<file path="src/rtl/load_store_unit.sv">
// RV32 load/store unit: one outstanding access, byte-lane steering, load extension and a bus timeout.
// Optional macro MISALIGN_TRAP_EN: misaligned half/word accesses answer with an error instead of being aligned down.
module load_store_unit #(
    parameter int TIMEOUT_CYCLES = 16
) (
    input  logic        clk,
    input  logic        rst_n,
    input  logic        req_valid,
    output logic        req_ready,
    input  logic        is_store,
    input  logic [2:0]  funct3,
    input  logic [31:0] addr,
    input  logic [31:0] wdata,
    input  logic [4:0]  rd_in,
    output logic        mem_req,
    output logic        mem_we,
    output logic [31:0] mem_addr,
    output logic [31:0] mem_wdata,
    output logic [3:0]  mem_be,
    input  logic        mem_ack,
    input  logic [31:0] mem_rdata,
    output logic        resp_valid,
    output logic [31:0] resp_data,
    output logic [4:0]  resp_rd,
    output logic        resp_err
);
    typedef enum logic [1:0] {IDLE, REQ, RESP} state_t;

    localparam int               CNT_W    = $clog2(TIMEOUT_CYCLES + 1);
    localparam logic [CNT_W-1:0] CNT_LAST = CNT_W'(TIMEOUT_CYCLES - 1);
    localparam logic [1:0]       SZ_BYTE  = 2'd0;
    localparam logic [1:0]       SZ_HALF  = 2'd1;
    localparam logic [1:0]       SZ_WORD  = 2'd2;

    state_t           state, state_next;
    logic [CNT_W-1:0] cnt;
    logic [1:0]       size_in, off_in, size_q, off_q;
    logic             unsigned_in, unsigned_q, trap_in;
    logic             accept, timeout;
    logic [3:0]       be_in;
    logic [31:0]      wdata_in, lane, load_ext;

    assign req_ready  = (state == IDLE);
    assign mem_req    = (state == REQ);
    assign resp_valid = (state == RESP);
    assign accept     = req_valid && (state == IDLE);
    assign timeout    = (cnt == CNT_LAST);

    // Request decode; stores only know SB/SH/SW, anything else is a word access.
    always_comb begin
        size_in     = SZ_WORD;
        unsigned_in = 1'b0;
        if (is_store) begin
            if (funct3 == 3'b000)      size_in = SZ_BYTE;
            else if (funct3 == 3'b001) size_in = SZ_HALF;
        end else begin
            case (funct3)
                3'b000, 3'b100: size_in = SZ_BYTE;
                3'b001, 3'b101: size_in = SZ_HALF;
                default:        size_in = SZ_WORD;
            endcase
            unsigned_in = (funct3 == 3'b100) || (funct3 == 3'b101);
        end

        case (size_in)
            SZ_BYTE: off_in = addr[1:0];
            SZ_HALF: off_in = {addr[1], 1'b0};
            default: off_in = 2'b00;
        endcase

`ifdef MISALIGN_TRAP_EN
        trap_in = ((size_in == SZ_HALF) && addr[0]) ||
                  ((size_in == SZ_WORD) && (addr[1:0] != 2'b00));
`else
        trap_in = 1'b0;
`endif

        case (size_in)
            SZ_BYTE: begin
                be_in    = 4'b0001 << off_in;
                wdata_in = {4{wdata[7:0]}};
            end
            SZ_HALF: begin
                be_in    = 4'b0011 << off_in;
                wdata_in = {2{wdata[15:0]}};
            end
            default: begin
                be_in    = 4'b1111;
                wdata_in = wdata;
            end
        endcase
    end

    always_comb begin
        lane = mem_rdata >> {off_q, 3'b000};
        case (size_q)
            SZ_BYTE: load_ext = unsigned_q ? {24'd0, lane[7:0]}  : {{24{lane[7]}}, lane[7:0]};
            SZ_HALF: load_ext = unsigned_q ? {16'd0, lane[15:0]} : {{16{lane[15]}}, lane[15:0]};
            default: load_ext = lane;
        endcase
    end

    always_comb begin
        state_next = state;
        case (state)
            IDLE: if (accept) state_next = trap_in ? RESP : REQ;
            REQ:  if (mem_ack || timeout) state_next = RESP;
            RESP: state_next = IDLE;
            default: state_next = IDLE;
        endcase
    end

    always_ff @(posedge clk or negedge rst_n) begin
        if (!rst_n) state <= IDLE;
        else        state <= state_next;
    end

    always_ff @(posedge clk or negedge rst_n) begin
        if (!rst_n) begin
            cnt        <= '0;
            mem_we     <= 1'b0;
            mem_addr   <= '0;
            mem_wdata  <= '0;
            mem_be     <= '0;
            size_q     <= SZ_BYTE;
            off_q      <= 2'b00;
            unsigned_q <= 1'b0;
            resp_data  <= '0;
            resp_rd    <= '0;
            resp_err   <= 1'b0;
        end else begin
            cnt <= (state == REQ && !mem_ack) ? cnt + 1'b1 : '0;
            if (accept) begin
                mem_we     <= is_store;
                mem_addr   <= {addr[31:2], 2'b00};
                mem_wdata  <= wdata_in;
                mem_be     <= be_in;
                size_q     <= size_in;
                off_q      <= off_in;
                unsigned_q <= unsigned_in;
                resp_rd    <= rd_in;
                resp_err   <= trap_in;
                resp_data  <= '0;
            end else if (state == REQ) begin
                // An ack arriving on the timeout cycle still counts as success.
                if (mem_ack) begin
                    resp_err  <= 1'b0;
                    resp_data <= mem_we ? 32'd0 : load_ext;
                end else if (timeout) begin
                    resp_err  <= 1'b1;
                    resp_data <= '0;
                end
            end
        end
    end
endmodule
</file>
<file path="config.mk">
export PLATFORM = sky130hd
export DESIGN_NAME = load_store_unit
export DESIGN_NICKNAME = d
export VERILOG_FILES = /design/src/rtl/load_store_unit.sv
export SDC_FILE = /design/constraint.sdc
export NUM_CORES = 1
export LEC_CHECK = 0
export ABC_AREA = 1
export BUFFER_PORTS_ARGS = -buffer_cell sky130_fd_sc_hd__buf_2
export CELL_PAD_IN_SITES_DETAIL_PLACEMENT = 1
export CELL_PAD_IN_SITES_GLOBAL_PLACEMENT = 2
export CORE_ASPECT_RATIO = 0.6
export CORE_MARGIN = 1
export CORE_UTILIZATION = 26
export CTS_CLUSTER_DIAMETER = 50
export DETAILED_ROUTE_END_ITERATION = 16
export PLACE_DENSITY = 0.83
export SLEW_MARGIN = 25
export SYNTH_ARGS = -nofsm -noshare
export SYNTH_HDL_FRONTEND = slang
export SYNTH_SLANG_ARGS = --single-unit
export TNS_END_PERCENT = 30
</file>
<file path="constraint.sdc">
create_clock -name clk -period 1.8 [get_ports clk]
set_input_delay 0.36 -clock clk [delete_from_list [all_inputs] [get_ports clk]]
set_output_delay 0.36 -clock clk [all_outputs]
set_load 0.005 [all_outputs]
</file>
After elaboration in Yosys (flattened, before gate mapping)
Cells that the tools add are included.
Operators by class
  $add $sub $neg: 1
  equality and inequality tests: 10
  shift-type cells: 3
  mux-type cells: 24
  reductions and logical operators: 15
Operators by type and width (count)
  $mux W32: 7
  $pmux W32 S2: 2
  $shr A32 B5 Y32: 1
  $pmux W2 S2: 3
  $mux W2: 5
  $pmux W4 S2: 1
  $eq A2 B1 Y1 const B: 3
  $eq A3 B3 Y1 const B: 2
  $logic_not A2 Y1: 3
  $add A5 B1 Y5 const B: 1
  $eq A5 B4 Y1 const B: 1
  $mux W1: 5
  $mux W5: 1
  $ne A2 B1 Y1 const B: 2
  $reduce_and A2 Y1: 2
  $reduce_or A2 Y1: 2
  $shl A1 B2 Y4 const A: 1
  $shl A2 B2 Y4 const A: 1
  $eq A3 B1 Y1 const B: 1
  $logic_not A3 Y1: 1
  $reduce_bool A3 Y1: 1
  $eq A2 B2 Y1 const B: 1
  $logic_and A1 B1 Y1: 2
  $logic_or A1 B1 Y1: 2
  2 further kinds: 2
Word-level totals
  register bits after elaboration: 117
  bits of input ports: 109
  word-level logic and storage cells: 65

Depth between registers and ports, before layout
Gate-level depths: netlist (run 1).
  depth after elaboration: 8
  depth in mapped cells: 12

Worst setup path before layout (run 1)
OpenSTA, ideal clock, no wires.
  path type: reg-to-reg
  start: register cnt[0]
  end: register resp_data[2]
  data arrival time: 1.439 ns
  required time: 1.723 ns
  path slack: 0.284 ns
  stages on the path, launching flop included: 13
  buffers on the path: 1
  path through: dfrtp_1 -> ha_1 -> nand2_1 -> nor2_1 -> ha_1 -> inv_1 -> nand2_1 -> nand2_1 -> nand2_1 -> inv_2 -> buf_2 -> nand2_1 -> o21ai_1
Between the ends
  longest elaborated chain between the ends: 3
RTL lines
  from (decl): RTL line 36  | logic [CNT_W-1:0] cnt;
  from (signal assigned): RTL line 132  | cnt <= (state == REQ && !mem_ack) ? cnt + 1'b1 : '0;
  $eq A5 B4 Y1: RTL line 47  | assign timeout = (cnt == CNT_LAST);
  $reduce_bool A3 Y1 (no source line)
  $reduce_and A2 Y1 (no source line)
  to (signal assigned): RTL line 148  | resp_data <= mem_we ? 32'd0 : load_ext;
  to (decl): RTL line 23  | output logic [31:0] resp_data,
Every way passes these cells.
A chain may end at the register's enable or synchronous reset.

Final worst setup path (run 1)
  start: register cnt[0]
  end: register resp_data[12]
The elaborated chain is that of the path after synthesis.

==> flow_summary.toml, run 1 <==
[status]
status = "finished clean"

[pwr]
seq_power_share = 0.368
p_int_mw = 6.94
p_comb_frac = 0.355
p_sw_mw = 4.26
p_clk_frac = 0.277
switching_share = 0.380
power.leakage_nw = 4.29
power.density_nw_per_um2 = 1480
ir_drop_mv = 0.734

[global_route]
grt_pass1_wl_um = 30800
grt_antenna_before_repair = 1
grt-ovfl-total = 0
gr-usage-all-layers = 0.184
grt_pass1_vias = 5580
grt_max_degree = 40

[final_layout]
post-route-util = 0.370
final_common_cell = "nand2_1"
final_cells = 1221
n_antenna_cell = 0
nets = 1046
syn2layout_area_growth_pct = 36.5
final_cell_mix = "nand2_1, buf_2, dfrtp_1"
drive_above_1_share = 0.314

[cts]
cts_sinks = 117
clk_pin_slew_ns = 0.06
clockBufferDepth = 2
tritoncts = "built"
root_buffer = "clkbuf_16"
htree_levels = 4
insertion_delay_ns = 0.43
cts-buffers-inserted = 17

[setup_path]
r2r_start = "cnt[0]"
cp_slowest_cell = "dfrtp_1"
r2r_slack_ns = 0.07
cp-start-kind = "flip-flop"
cp_data_arrival_time_ns = 2.04
critPathRequiredTime_ns = 2.11
critPathBufInv = 3
crit_path_end_kind = "flip-flop"
critPathTopFamily = "simple AND/OR/NAND/NOR gates"
cp_max_fo = 7
crit_top_cell = "nand2_2"
path_cells = "ha_2, nand2_2, nor2_2, ha_2, inv_1, nand2_2, nand2_2, nand2_2, clkinv_4, clkbuf_16, nand2_1, nand2_1"
cpPeakStageDelay_ns = 0.37
path_class = "reg -> reg"
critPathLaunch = "cnt[0]"

[floorplan]
ios = 219
die_y_um = 115
die_x_um = 191
coreArea_um2 = 20500
die-area_um2 = 22000
start_util = 0.271
num_rows = 40

[detailed_routing]
ant_nets = 0
wl_per_cell_um = 16.3
vias_per_cell = 4.47
drc = 0
drt-total-wl_um = 19900
vias = 5463
firstDrtPassIters = 5
drt_iter0_markers = 345

[synthesis]
synthAdderAreaFrac = 0.00450
ys_types = 29
synthTopCellsByArea = "dfrtp_1, nand2_1, nand3_1"
synth-compound-area-share = 0.0617
yosys.area_share.xor_xnor = 0
ys_ff_latch = 117
synth_area_leader_cell = "dfrtp_1"
synth_top_cell_area_share = 0.527
syn-instance-count = 716
synthMuxAreaShare = 0
synthSimpleGateAreaFrac = 0.340
synth_top_family_by_area = "simple AND/OR/NAND/NOR gates"
yosysSeqAreaShare = 0.527
netlist_area_um2 = 5560
ys.warnings.count = 0
syn_area_per_cell_um2 = 7.76

[place]
port_buffers = 216
dp.cells = 1184
place.gp.congestion = 0.804
dp_hpwl_um = 14600

[timing]
hold_ws_ns = 0.135
clock.fmax_mhz = 579
setup_viol = 0
fin_crit_sh = 0.960
finalMaxSlewViolations = 0
fin_worst_skew_ns = 0.0123
setup_tns_ns = 0
hold_viol_final = 0
min_period_ns = 1.73

[flow_run]
cap_violations = 0

[worst_hold_path]
hold_path.class = "in -> reg"
hp-start = "rd_in[4]"
[state kept, by name (all words and copies together) (netlist names)]
signal / count
state: 2
unsigned_q: 1
mem_we: 1
mem_addr: 30
mem_wdata: 32
mem_be: 4
size_q: 2
cnt: 5
resp_data: 32
resp_err: 1
off_q: 2
resp_rd: 5
[worst paths after layout]
path,cells after the start,to
worst max-delay path,12,resp_data[12]
worst min-delay path,3,resp_rd[4]
worst max register to register,12,resp_data[12]
worst min register to register,2,mem_addr[24]
max in group asynchronous,3,resp_data[18]
min in group asynchronous,2,resp_data[27]
[synth_stat cells]
master	n
a21oi_1	25
buf_2	22
buf_4	8
buf_6	5
clkbuf_1	6
clkinv_1	1
conb_1	1
dfrtp_1	117
ha_1	2
inv_1	24
inv_2	3
inv_4	1
inv_6	1
nand2_1	373
nand2_2	3
nand2_4	1
nand3_1	60
nand3_2	3
nand3_4	2
nand4_1	1
nor2_1	8
nor2_2	3
nor2_4	2
nor3b_1	1
o21a_1	2
o21ai_0	32
o21ai_1	7
o21bai_1	1
or2_2	1
[layer usage]
metal,GRT usage,vias up,wire (µm)
met5,0,-,0
met4,0.0480,0,163
met3,0.0635,14,1750
met2,0.261,173,8180
met1,0.263,2596,9800
li1,-,2680,-
[metrics by stage]
stage / power (mW) / area, µm² / setup slack [ns]
CTS: 11.2 / 7490 / 0.0787
global placement: 7.95 / 6950 / 0.187
global route: 12.1 / 7580 / -0.0285
floorplan: 6.20 / 5560 / 0.284
detailed placement: 8.04 / 6950 / 0.0809
finish: 11.2 / 7580 / 0.0727
[area by class of cell]
cell class / count / area (µm²)
fillers: 2583 / 12900
flip-flops and latches: 117 / 2930
multi-input cells: 529 / 2280
repair buffers: 240 / 1370
clock buffers: 17 / 425
well taps: 273 / 342
inverters: 30 / 125
clock inverters: 15 / 110
[worst min-delay path, delay by kind of cell]
kind / cells / cell delay, ns
and+or+nand+nor: 2 / 0.08
buffers and inverters: 1 / 0.07
[logic make-up after synthesis]
| family | Yosys count |
|---|---|
| simple gates | 458 |
| other cells | 1 |
| compound gates | 67 |
| fa+ha+maj | 2 |
| buf+inv | 71 |
| flops | 117 |
[repair_timing]
item                                    in CTS  in global routing
setup buffers                                0                  1
endpoints found under the setup margin       0                 26
gates resized for setup                      0                 10
endpoints found under the hold margin       11                  0
hold buffers                                 1                  0
[power groups by stage]
stage,Sequential (mW),Combinational (mW),Clock [mW]
6_report,4.12,3.98,3.10
5_1_grt,4.24,4.50,3.33
4_1_cts,4.13,3.90,3.21
3_5_place_dp,4.15,3.90,0
3_3_place_gp,4.14,3.81,0
2_1_floorplan,4.17,2.04,0
No activity file was read; power rests on OpenSTA's default activity.
==> run 2, diff against run 1 <==
--- a/config.mk
+++ b/config.mk
@@ -14,7 +14,7 @@
 export CORE_UTILIZATION = 26
 export CTS_CLUSTER_DIAMETER = 50
 export DETAILED_ROUTE_END_ITERATION = 16
-export PLACE_DENSITY = 0.83
+export PLACE_DENSITY = 0.78
 export SLEW_MARGIN = 25
 export SYNTH_ARGS = -nofsm -noshare
 export SYNTH_HDL_FRONTEND = slang
==> flow_summary.toml, run 2 (synthesized netlist as in run 1, its figures left out) <==
[pwr]
power.leakage_nw = 4.39
p_comb_frac = 0.347
p_clk_frac = 0.307
seq_power_share = 0.346
power.density_nw_per_um2 = 1530
switching_share = 0.353
p_int_mw = 7.69
p_sw_mw = 4.19
ir_drop_mv = 0.675

[timing]
rsz0062_at_grt = "true"
finalMaxSlewViolations = 0
fin_worst_skew_ns = 0.00666
setup_viol = 0
hold_ws_ns = 0.130
clock.fmax_mhz = 576
final.setup.worst_slack_ns = 0.0646
fin_crit_sh = 0.964
min_period_ns = 1.74
hold_viol_final = 0

[detailed_routing]
drt-total-wl_um = 19700
firstDrtPassIters = 4
ant_nets = 0
wl_per_cell_um = 16.1
vias_per_cell = 4.44
vias = 5442
drt_iter0_markers = 282
drc = 0

[setup_path]
path_class = "reg -> reg"
rr_worst_depth = 12
critPathTopFamily = "simple AND/OR/NAND/NOR gates"
crit_path_end_kind = "flip-flop"
cp_data_arrival_time_ns = 2.04
critPathBufInv = 3
path_cells = "ha_2, nand2_2, nor2_2, ha_2, inv_2, nand2_2, nand2_2, nand2_2, clkinv_4, clkbuf_16, nand2_1, o21ai_1"
r2r_slack_ns = 0.06
critPathRequiredTime_ns = 2.10
cp-start-kind = "flip-flop"
cp.depth = 12
cpPeakStageDelay_ns = 0.37
cp_slowest_cell = "dfrtp_1"
cp_max_fo = 8
crit_top_cell = "nand2_2"
r2r_start = "cnt[0]"
rr_endpoint = "resp_data[6]"

[flow_run]
cap_violations = 0

[worst_hold_path]
holdPathEnd = "mem_addr[3]"
hp-start = "addr[3]"
holdPathStages = 3
hold_path.class = "in -> reg"

[final_layout]
nets = 1049
final_cell_mix = "nand2_1, buf_2, dfrtp_1"
drive_above_1_share = 0.322
final_common_cell = "nand2_1"
top_regs = "mem_wdata: 32 flops, resp_data: 32 flops, mem_addr: 30 flops"
final_cells = 1225
syn2layout_area_growth_pct = 40.0

[status]
status = "finished clean"

[floorplan]
ios = 219
die_y_um = 115
die-area_um2 = 22000
start_util = 0.271
coreArea_um2 = 20500
num_rows = 40
die_x_um = 191

[cts]
clk_pin_slew_ns = 0.06
cts_sinks = 117
root_buffer = "clkbuf_16"
tritoncts = "built"
htree_levels = 4
clockBufferDepth = 2
insertion_delay_ns = 0.42
cts-buffers-inserted = 17

[place]
place.gp.congestion = 0.791
port_buffers = 216
dp_hpwl_um = 14100
dpl_worst_slack_ns = 0.0870
dp.cells = 1184

[global_route]
grt_max_degree = 48
grt-ovfl-total = 0
grt_pass1_vias = 5533
grt_antenna_before_repair = 2
grt_pass1_wl_um = 30500
gr-usage-all-layers = 0.181
run 2: metal layers:
| layer | wire length [µm] | up-vias | share of wire | track usage |
|---|---|---|---|---|
| met5 | 13 | - | 0.00066 | 0 |
| met4 | 143 | 2 | 0.0073 | 0.0480 |
| met3 | 1570 | 15 | 0.080 | 0.0720 |
| met2 | 7990 | 143 | 0.41 | 0.255 |
| met1 | 9980 | 2584 | 0.51 | 0.254 |
| li1 | - | 2698 | - | - |
run 2: worst max-delay path by stage:
stage,start,end
floorplan,cnt[0],resp_data[2]
global placement,cnt[0],resp_data[6]
detailed placement,cnt[0],resp_data[0]
CTS,cnt[0],resp_data[8]
global route,cnt[0],resp_data[17]
finish,cnt[0],resp_data[6]
run 2: layout make-up:
cell class              count  area [µm²]
inverters                  30         125
repair buffers            243        1460
flip-flops and latches    117        2930
multi-input cells         529        2300
diodes                      2        5.00
well taps                 273         342
clock inverters            10         153
fillers                  2554       12700
clock buffers              21         470
run 2: per-stage QoR:
stage	power [mW]	cell area, µm²	setup TNS, ns	util
after floorplan	6.20	5560	0	-
after global placement	8.06	7000	0	0.342
after detailed placement	8.11	7000	0	0.342
after CTS	11.9	7630	0	0.373
after global routing	12.8	7770	-1.75	0.380
final	11.9	7780	0	0.380
run 2: tightest hold or removal path: stages:
cell	delay [ns]
buf_2	0.07
nand2_1	0.04
nand2_1	0.04
run 2: repair_timing:
| action | CTS | global route |
|---|---|---|
| resized for setup | 0 | 18 |
| hold buffers | 1 | 0 |
| buffers inserted | 0 | 3 |
| endpoints found under the setup margin | 0 | 33 |
| hold endpoints to repair | 21 | 0 |
run 2: power by group through the flow:
| stage | clock (mW) | combinational (mW) | sequential [mW] |
|---|---|---|---|
| after floorplan | 0 | 2.04 | 4.17 |
| after global placement | 0 | 3.93 | 4.13 |
| after detailed placement | 0 | 3.98 | 4.14 |
| after CTS | 3.75 | 3.99 | 4.12 |
| after global routing | 3.85 | 4.69 | 4.24 |
| final | 3.65 | 4.12 | 4.11 |
